===== config.mk =====
export PLATFORM = sky130hd
export DESIGN_NAME = pc_fetch_unit_flat
export DESIGN_NICKNAME = d
export VERILOG_FILES = /design/src/rtl/lemv8_fetch_pkg.sv /design/src/rtl/pc_fetch_unit_if.sv /design/src/rtl/pc_fetch_unit.sv /design/src/flat_wrapper.sv
export SDC_FILE = /design/constraint.sdc
export NUM_CORES = 1
export LEC_CHECK = 0
export ABC_AREA = 1
export CAP_MARGIN = 20
export CORE_ASPECT_RATIO = 0.7
export CORE_MARGIN = 8
export CORE_UTILIZATION = 62
export CTS_CLUSTER_DIAMETER = 200
export CTS_CLUSTER_SIZE = 14
export DETAILED_ROUTE_END_ITERATION = 8
export DONT_BUFFER_PORTS = 1
export MAX_ROUTING_LAYER = met4
export PLACE_DENSITY = 0.75
export SLEW_MARGIN = 20
export SYNTH_ARGS = -nofsm -noshare
export SYNTH_HDL_FRONTEND = slang
export SYNTH_SLANG_ARGS = --single-unit

===== constraint.sdc =====
create_clock -name CLK -period 4.1 [get_ports CLK]
set_input_delay 0.41 -clock CLK [delete_from_list [all_inputs] [get_ports CLK]]
set_output_delay 0.41 -clock CLK [all_outputs]
set_load 0.005 [all_outputs]

===== src/rtl/lemv8_fetch_pkg.sv =====
// Shared types and constants for the LEGv8 instruction fetch front end.
package lemv8_fetch_pkg;

  typedef enum logic [1:0] {
    FETCH_REQ   = 2'd0,
    FETCH_WAIT  = 2'd1,
    FETCH_HOLD  = 2'd2,
    FETCH_FAULT = 2'd3
  } fetch_state_e;

  localparam logic [1:0]  INSTR_ALIGN_MASK = 2'b11;
  localparam logic [63:0] DEFAULT_RESET_PC = 64'h0;

  function automatic logic is_word_aligned(input logic [1:0] low_bits);
    return (low_bits & INSTR_ALIGN_MASK) == 2'b00;
  endfunction

endpackage


===== src/rtl/pc_fetch_unit_if.sv =====
// Bus bundle between the fetch unit, next-PC logic, instruction memory and decode.
interface pc_fetch_unit_if #(
  parameter int ADDR_W  = 64,
  parameter int INSTR_W = 32
);
  logic [ADDR_W-1:0]  NextPC;
  logic               IMemReqValid;
  logic               IMemReqReady;
  logic [ADDR_W-1:0]  IMemAddr;
  logic               IMemRspValid;
  logic [INSTR_W-1:0] IMemRspData;
  logic               InstrValid;
  logic               InstrReady;
  logic [INSTR_W-1:0] Instr;
  logic [ADDR_W-1:0]  CurrentPC;
  logic               FetchFault;
  logic [31:0]        FetchCount;

  modport master (
    input  NextPC, IMemReqReady, IMemRspValid, IMemRspData, InstrReady,
    output IMemReqValid, IMemAddr, InstrValid, Instr, CurrentPC, FetchFault, FetchCount
  );

  modport slave (
    output NextPC, IMemReqReady, IMemRspValid, IMemRspData, InstrReady,
    input  IMemReqValid, IMemAddr, InstrValid, Instr, CurrentPC, FetchFault, FetchCount
  );
endinterface


===== src/rtl/pc_fetch_unit.sv =====
// PC register plus a single-outstanding fetch FSM: request, wait for the word,
// hold it for decode, then load NextPC (or latch a fault on misalignment).
module pc_fetch_unit
  import lemv8_fetch_pkg::*;
#(
  parameter int                ADDR_W   = 64,
  parameter int                INSTR_W  = 32,
  parameter logic [ADDR_W-1:0] RESET_PC = DEFAULT_RESET_PC[ADDR_W-1:0]
) (
  input  logic             CLK,
  input  logic             Reset_L,
  pc_fetch_unit_if.master  bus
);

  fetch_state_e       state_q, state_d;
  logic [ADDR_W-1:0]  pc_q, pc_d;
  logic [INSTR_W-1:0] instr_q, instr_d;
  logic               fault_q, fault_d;
  logic [31:0]        count_q, count_d;
  logic               req_valid;
  logic               instr_valid;

  always_ff @(posedge CLK or negedge Reset_L) begin
    if (!Reset_L) begin
      state_q <= FETCH_REQ;
      pc_q    <= RESET_PC;
      instr_q <= '0;
      fault_q <= 1'b0;
      count_q <= '0;
    end else begin
      state_q <= state_d;
      pc_q    <= pc_d;
      instr_q <= instr_d;
      fault_q <= fault_d;
      count_q <= count_d;
    end
  end

  always_comb begin
    state_d     = state_q;
    pc_d        = pc_q;
    instr_d     = instr_q;
    fault_d     = fault_q;
    count_d     = count_q;
    req_valid   = 1'b0;
    instr_valid = 1'b0;

    unique case (state_q)
      FETCH_REQ: begin
        req_valid = 1'b1;
        if (bus.IMemReqReady) state_d = FETCH_WAIT;
      end
      FETCH_WAIT: begin
        if (bus.IMemRspValid) begin
          instr_d = bus.IMemRspData;
          state_d = FETCH_HOLD;
        end
      end
      FETCH_HOLD: begin
        instr_valid = 1'b1;
        if (bus.InstrReady) begin
          count_d = count_q + 32'd1;
          // A misaligned target leaves the PC alone so CurrentPC still names the last good fetch.
          if (is_word_aligned(bus.NextPC[1:0])) begin
            pc_d    = bus.NextPC;
            state_d = FETCH_REQ;
          end else begin
            fault_d = 1'b1;
            state_d = FETCH_FAULT;
          end
        end
      end
      FETCH_FAULT: begin
        state_d = FETCH_FAULT;
      end
      default: begin
        state_d = FETCH_FAULT;
      end
    endcase
  end

  // Valids are gated by the reset pin so they drop the instant reset asserts.
  assign bus.IMemReqValid = req_valid & Reset_L;
  assign bus.InstrValid   = instr_valid & Reset_L;
  assign bus.IMemAddr     = pc_q;
  assign bus.CurrentPC    = pc_q;
  assign bus.Instr        = instr_q;
  assign bus.FetchFault   = fault_q;
  assign bus.FetchCount   = count_q;

endmodule

===== src/flat_wrapper.sv =====
// flat-port wrapper written by rule: the top's interface ports become plain ports
module pc_fetch_unit_flat import lemv8_fetch_pkg::*;
#(
  parameter int                ADDR_W   = 64,
  parameter int                INSTR_W  = 32,
  parameter logic [ADDR_W-1:0] RESET_PC = DEFAULT_RESET_PC[ADDR_W-1:0]
)
  (CLK, Reset_L, bus_NextPC, bus_IMemReqReady, bus_IMemRspValid, bus_IMemRspData, bus_InstrReady, bus_IMemReqValid, bus_IMemAddr, bus_InstrValid, bus_Instr, bus_CurrentPC, bus_FetchFault, bus_FetchCount);
  pc_fetch_unit_if #(.ADDR_W(ADDR_W), .INSTR_W(INSTR_W)) bus_i ();
  input  logic CLK;
  input  logic Reset_L;
  input wire logic [$bits(bus_i.NextPC)-1:0] bus_NextPC;
  input wire logic [$bits(bus_i.IMemReqReady)-1:0] bus_IMemReqReady;
  input wire logic [$bits(bus_i.IMemRspValid)-1:0] bus_IMemRspValid;
  input wire logic [$bits(bus_i.IMemRspData)-1:0] bus_IMemRspData;
  input wire logic [$bits(bus_i.InstrReady)-1:0] bus_InstrReady;
  output wire logic [$bits(bus_i.IMemReqValid)-1:0] bus_IMemReqValid;
  output wire logic [$bits(bus_i.IMemAddr)-1:0] bus_IMemAddr;
  output wire logic [$bits(bus_i.InstrValid)-1:0] bus_InstrValid;
  output wire logic [$bits(bus_i.Instr)-1:0] bus_Instr;
  output wire logic [$bits(bus_i.CurrentPC)-1:0] bus_CurrentPC;
  output wire logic [$bits(bus_i.FetchFault)-1:0] bus_FetchFault;
  output wire logic [$bits(bus_i.FetchCount)-1:0] bus_FetchCount;
  assign bus_i.NextPC = bus_NextPC;
  assign bus_i.IMemReqReady = bus_IMemReqReady;
  assign bus_i.IMemRspValid = bus_IMemRspValid;
  assign bus_i.IMemRspData = bus_IMemRspData;
  assign bus_i.InstrReady = bus_InstrReady;
  assign bus_IMemReqValid = bus_i.IMemReqValid;
  assign bus_IMemAddr = bus_i.IMemAddr;
  assign bus_InstrValid = bus_i.InstrValid;
  assign bus_Instr = bus_i.Instr;
  assign bus_CurrentPC = bus_i.CurrentPC;
  assign bus_FetchFault = bus_i.FetchFault;
  assign bus_FetchCount = bus_i.FetchCount;
  pc_fetch_unit #(.ADDR_W(ADDR_W), .INSTR_W(INSTR_W), .RESET_PC(RESET_PC)) u_core (.CLK(CLK), .Reset_L(Reset_L), .bus(bus_i));
endmodule

==> flow_metrics.env <==
export IMPL_status="finished clean"
export IMPL_p_per_area_nw_per_um2=732
export IMPL_skew_ps=10.2
export IMPL_cts_resized=0
export IMPL_place_congestion=0.842
export IMPL_fin_nets=684
export IMPL_synth_cell_type_count=29
export IMPL_yosys_area_share_simple_pct=23.4
export IMPL_startpoint_type="flip-flop"
export IMPL_antenna_left=0
export IMPL_overflow=0
export IMPL_core_um2=9530
export IMPL_vias=4002
export IMPL_start_util_pct=62.9
export IMPL_synthAdderAreaFrac_pct=0.209
export IMPL_nFillCells=731
export IMPL_pin_count=296
export IMPL_synth_main_ff_cell="dfrtp_1"
export IMPL_viasPerCell=5.53
export IMPL_grt_pass1_wl_mm=22.6
export IMPL_tritoncts="done"
export IMPL_crit_required_ps=4430
export IMPL_cellLeakagePower_nw=3.09
export IMPL_fmax_ghz=0.517
export IMPL_cts_clk_slew_worst_paths_ps=60
export IMPL_layout_cells_non_filler=724
export IMPL_setup_viol=0
export IMPL_synth_edff_count=0
export IMPL_synthMuxAreaShare_pct=6.01
export IMPL_cts_buffers=17
export IMPL_antenna_found_initial=1
export IMPL_synthArstFlopShare_pct=100
export IMPL_yosys_warnings=0
export IMPL_ys_ff_latch=131
export IMPL_tns_ps=0
export IMPL_drtIter0Drc=288
export IMPL_rsz0062_at_grt="no"
export IMPL_syn_to_final_growth_pct=3.76
export IMPL_dr_pass1_iters=4
export IMPL_root_buffer="clkbuf_16"
export IMPL_clkLatencyLatePin_ps=400
export IMPL_cts_htree_levels=4
export IMPL_min_path_type="in -> reg"
export IMPL_num_rows=30
export IMPL_slew_headroom_pct=37.1
export IMPL_syn_area_um2=5990
export IMPL_synthCells=640
export IMPL_wl_per_cell_um=20.4
export IMPL_maxSlewViolCount=0
export IMPL_synth_compound_area_share_pct=0.584
export IMPL_synth_avg_cell_area_um2=9.37
export IMPL_clock_path_buffers=2
export IMPL_grt_start_max_net_pins=132
export IMPL_postCtsSetupBuffers=0
export IMPL_wirelength_mm=14.8
export IMPL_hold_violations=0
export IMPL_dp_cells=689
export IMPL_dieArea_um2=13100
export IMPL_dp_hpwl_mm=10.5
export IMPL_arrival_ps=2260
export IMPL_maxCapViolCount=0
export IMPL_synth_xor_area_share_pct=3.21
export IMPL_ys_seq_area_share_pct=54.7
export IMPL_dieHeight_um=98.3
export IMPL_final_min_clock_period_ps=1930
export IMPL_syn_nets=742
export IMPL_worstPathMaxFanout=64
export IMPL_synth_top_family_by_area="simple AND/OR/NAND/NOR gates"
export IMPL_track_usage_pct=22.8
export IMPL_grt_pass1_vias=4095
export IMPL_fin_crit_sh_pct=47.2
export IMPL_die_w_um=134
export IMPL_cts_sinks=131
export IMPL_worstSetupPathType="reg -> reg"
export IMPL_portBuffers=0
export IMPL_drc_errors=0
export IMPL_drive_gt1_share_pct=14.8
export IMPL_final_util_pct=65.2
export IMPL_tightest_slew_ps=943
export IMPL_cp_end_kind="flip-flop"
export IMPL_ir_worst_vdd_v=0.000411
-- where the power goes --
part           switching [mW]  leakage (nW)  internal, mW
Combinational           0.344          1.17         0.314
Sequential              0.616          1.64          1.78
Clock                   0.573         0.273         0.921
Total                    1.53          3.09          3.02
-- worst max-delay path, cell delays in order (launching register included) --
cell and delay [ps]:
dfrtp_1 430, inv_2 100, nand3_2 330, nor2_4 210, buf_4 520, nand2_1 140, nand2_1 110
-- stage by stage --
step	setup slack, ps	power [mW]	hold WS (ps)	area [um2]
floorplan	2700	3.17	114	5990
global placement	2280	3.00	118	5590
detailed placement	2180	3.07	118	5590
CTS	2150	4.60	14.0	6210
global route	1980	4.82	109	6220
finish	2170	4.55	120	6220
-- repair_timing --
item | in CTS | in global routing
hold endpoints to repair | 131 | 4
hold buffers | 1 | 1
endpoints found under the setup margin | 0 | 0
-- cell type report --
cell class                      instances  area (um2)  area share [%]
Sequential cell                       131        3280            52.7
Multi-Input combinational cell        395        2010            32.3
Clock buffer                           19         443            7.12
Tap cell                              128         160            2.57
Clock inverter                         13         150            2.41
Inverter                               33         124            1.99
Timing Repair Buffer                    4        52.6           0.845
Antenna cell                            1        2.50          0.0402
-- cell usage in the layout (no fill, tap or decap), types with 8 or more instances in the layout --
master and count:
nand4_1 9, nand3_1 16, dfrtp_1 131, nor2_1 27, clkbuf_16 17, xnor2_1 14
inv_1 29, nor2_2 8, xor2_1 8, nand2_1 252, mux2_2 32
-- final timing paths --
check                                                      start                                    end  slack, ps  cells past startpoint
worst max-delay path               u_core.state_q[0]$_DFFE_PN0P_   u_core.bus.CurrentPC[17]$_DFFE_PN0P_       2170                      6
worst min-delay path                              bus_NextPC[41]   u_core.bus.CurrentPC[41]$_DFFE_PN0P_        120                      2
worst max register to register     u_core.state_q[0]$_DFFE_PN0P_   u_core.bus.CurrentPC[17]$_DFFE_PN0P_       2170                      6
worst min register to register  u_core.bus.Instr[30]$_DFFE_PN0P_       u_core.bus.Instr[30]$_DFFE_PN0P_        540                      1
max in group asynchronous                                Reset_L   u_core.bus.CurrentPC[58]$_DFFE_PN0P_       2960                      2
min in group asynchronous                                Reset_L  u_core.bus.FetchCount[18]$_DFFE_PN0P_        680                      2
-- state kept, by name (all words and copies together) (netlist names) --
register / cells
u_core.bus.CurrentPC: 64
u_core.bus.FetchCount: 32
u_core.bus.Instr: 32
u_core.state_q: 2
u_core.bus.FetchFault: 1
-- metal layers --
layer	global-route usage, %	wire length (um)	vias up
met2	37.6	7640	192
met4	8.77	331	0
met1	25.0	5630	1957
met5	-	0	-
li1	-	-	1827
met3	7.90	1190	26
-- logic make-up after synthesis --
logic type / after synthesis
AO/OA/AOI/OAI: 6
XOR/XNOR: 22
adder cells (fa/ha/maj): 1
buffers and inverters: 114
flip-flops: 131
multiplexers: 32
AND/OR/NAND/NOR: 334
-- cells in the mapped netlist (all sizes together), types with 2 or more instances --
library cell  number  area [um2]
inv               33         124
xor2               8        70.1
nor3               7        35.0
o21ai              3        15.0
clkbuf             5        18.8
o21bai             2        15.0
nand2            253         952
nand3b             2        15.0
nor2              39         198
buf               76         572
mux2              32         360
or2                2        12.5
nand3             19         110
xnor2             14         123
nand4              9        56.3
dfrtp            131        3280
No activity file was read; power rests on OpenSTA's default activity.
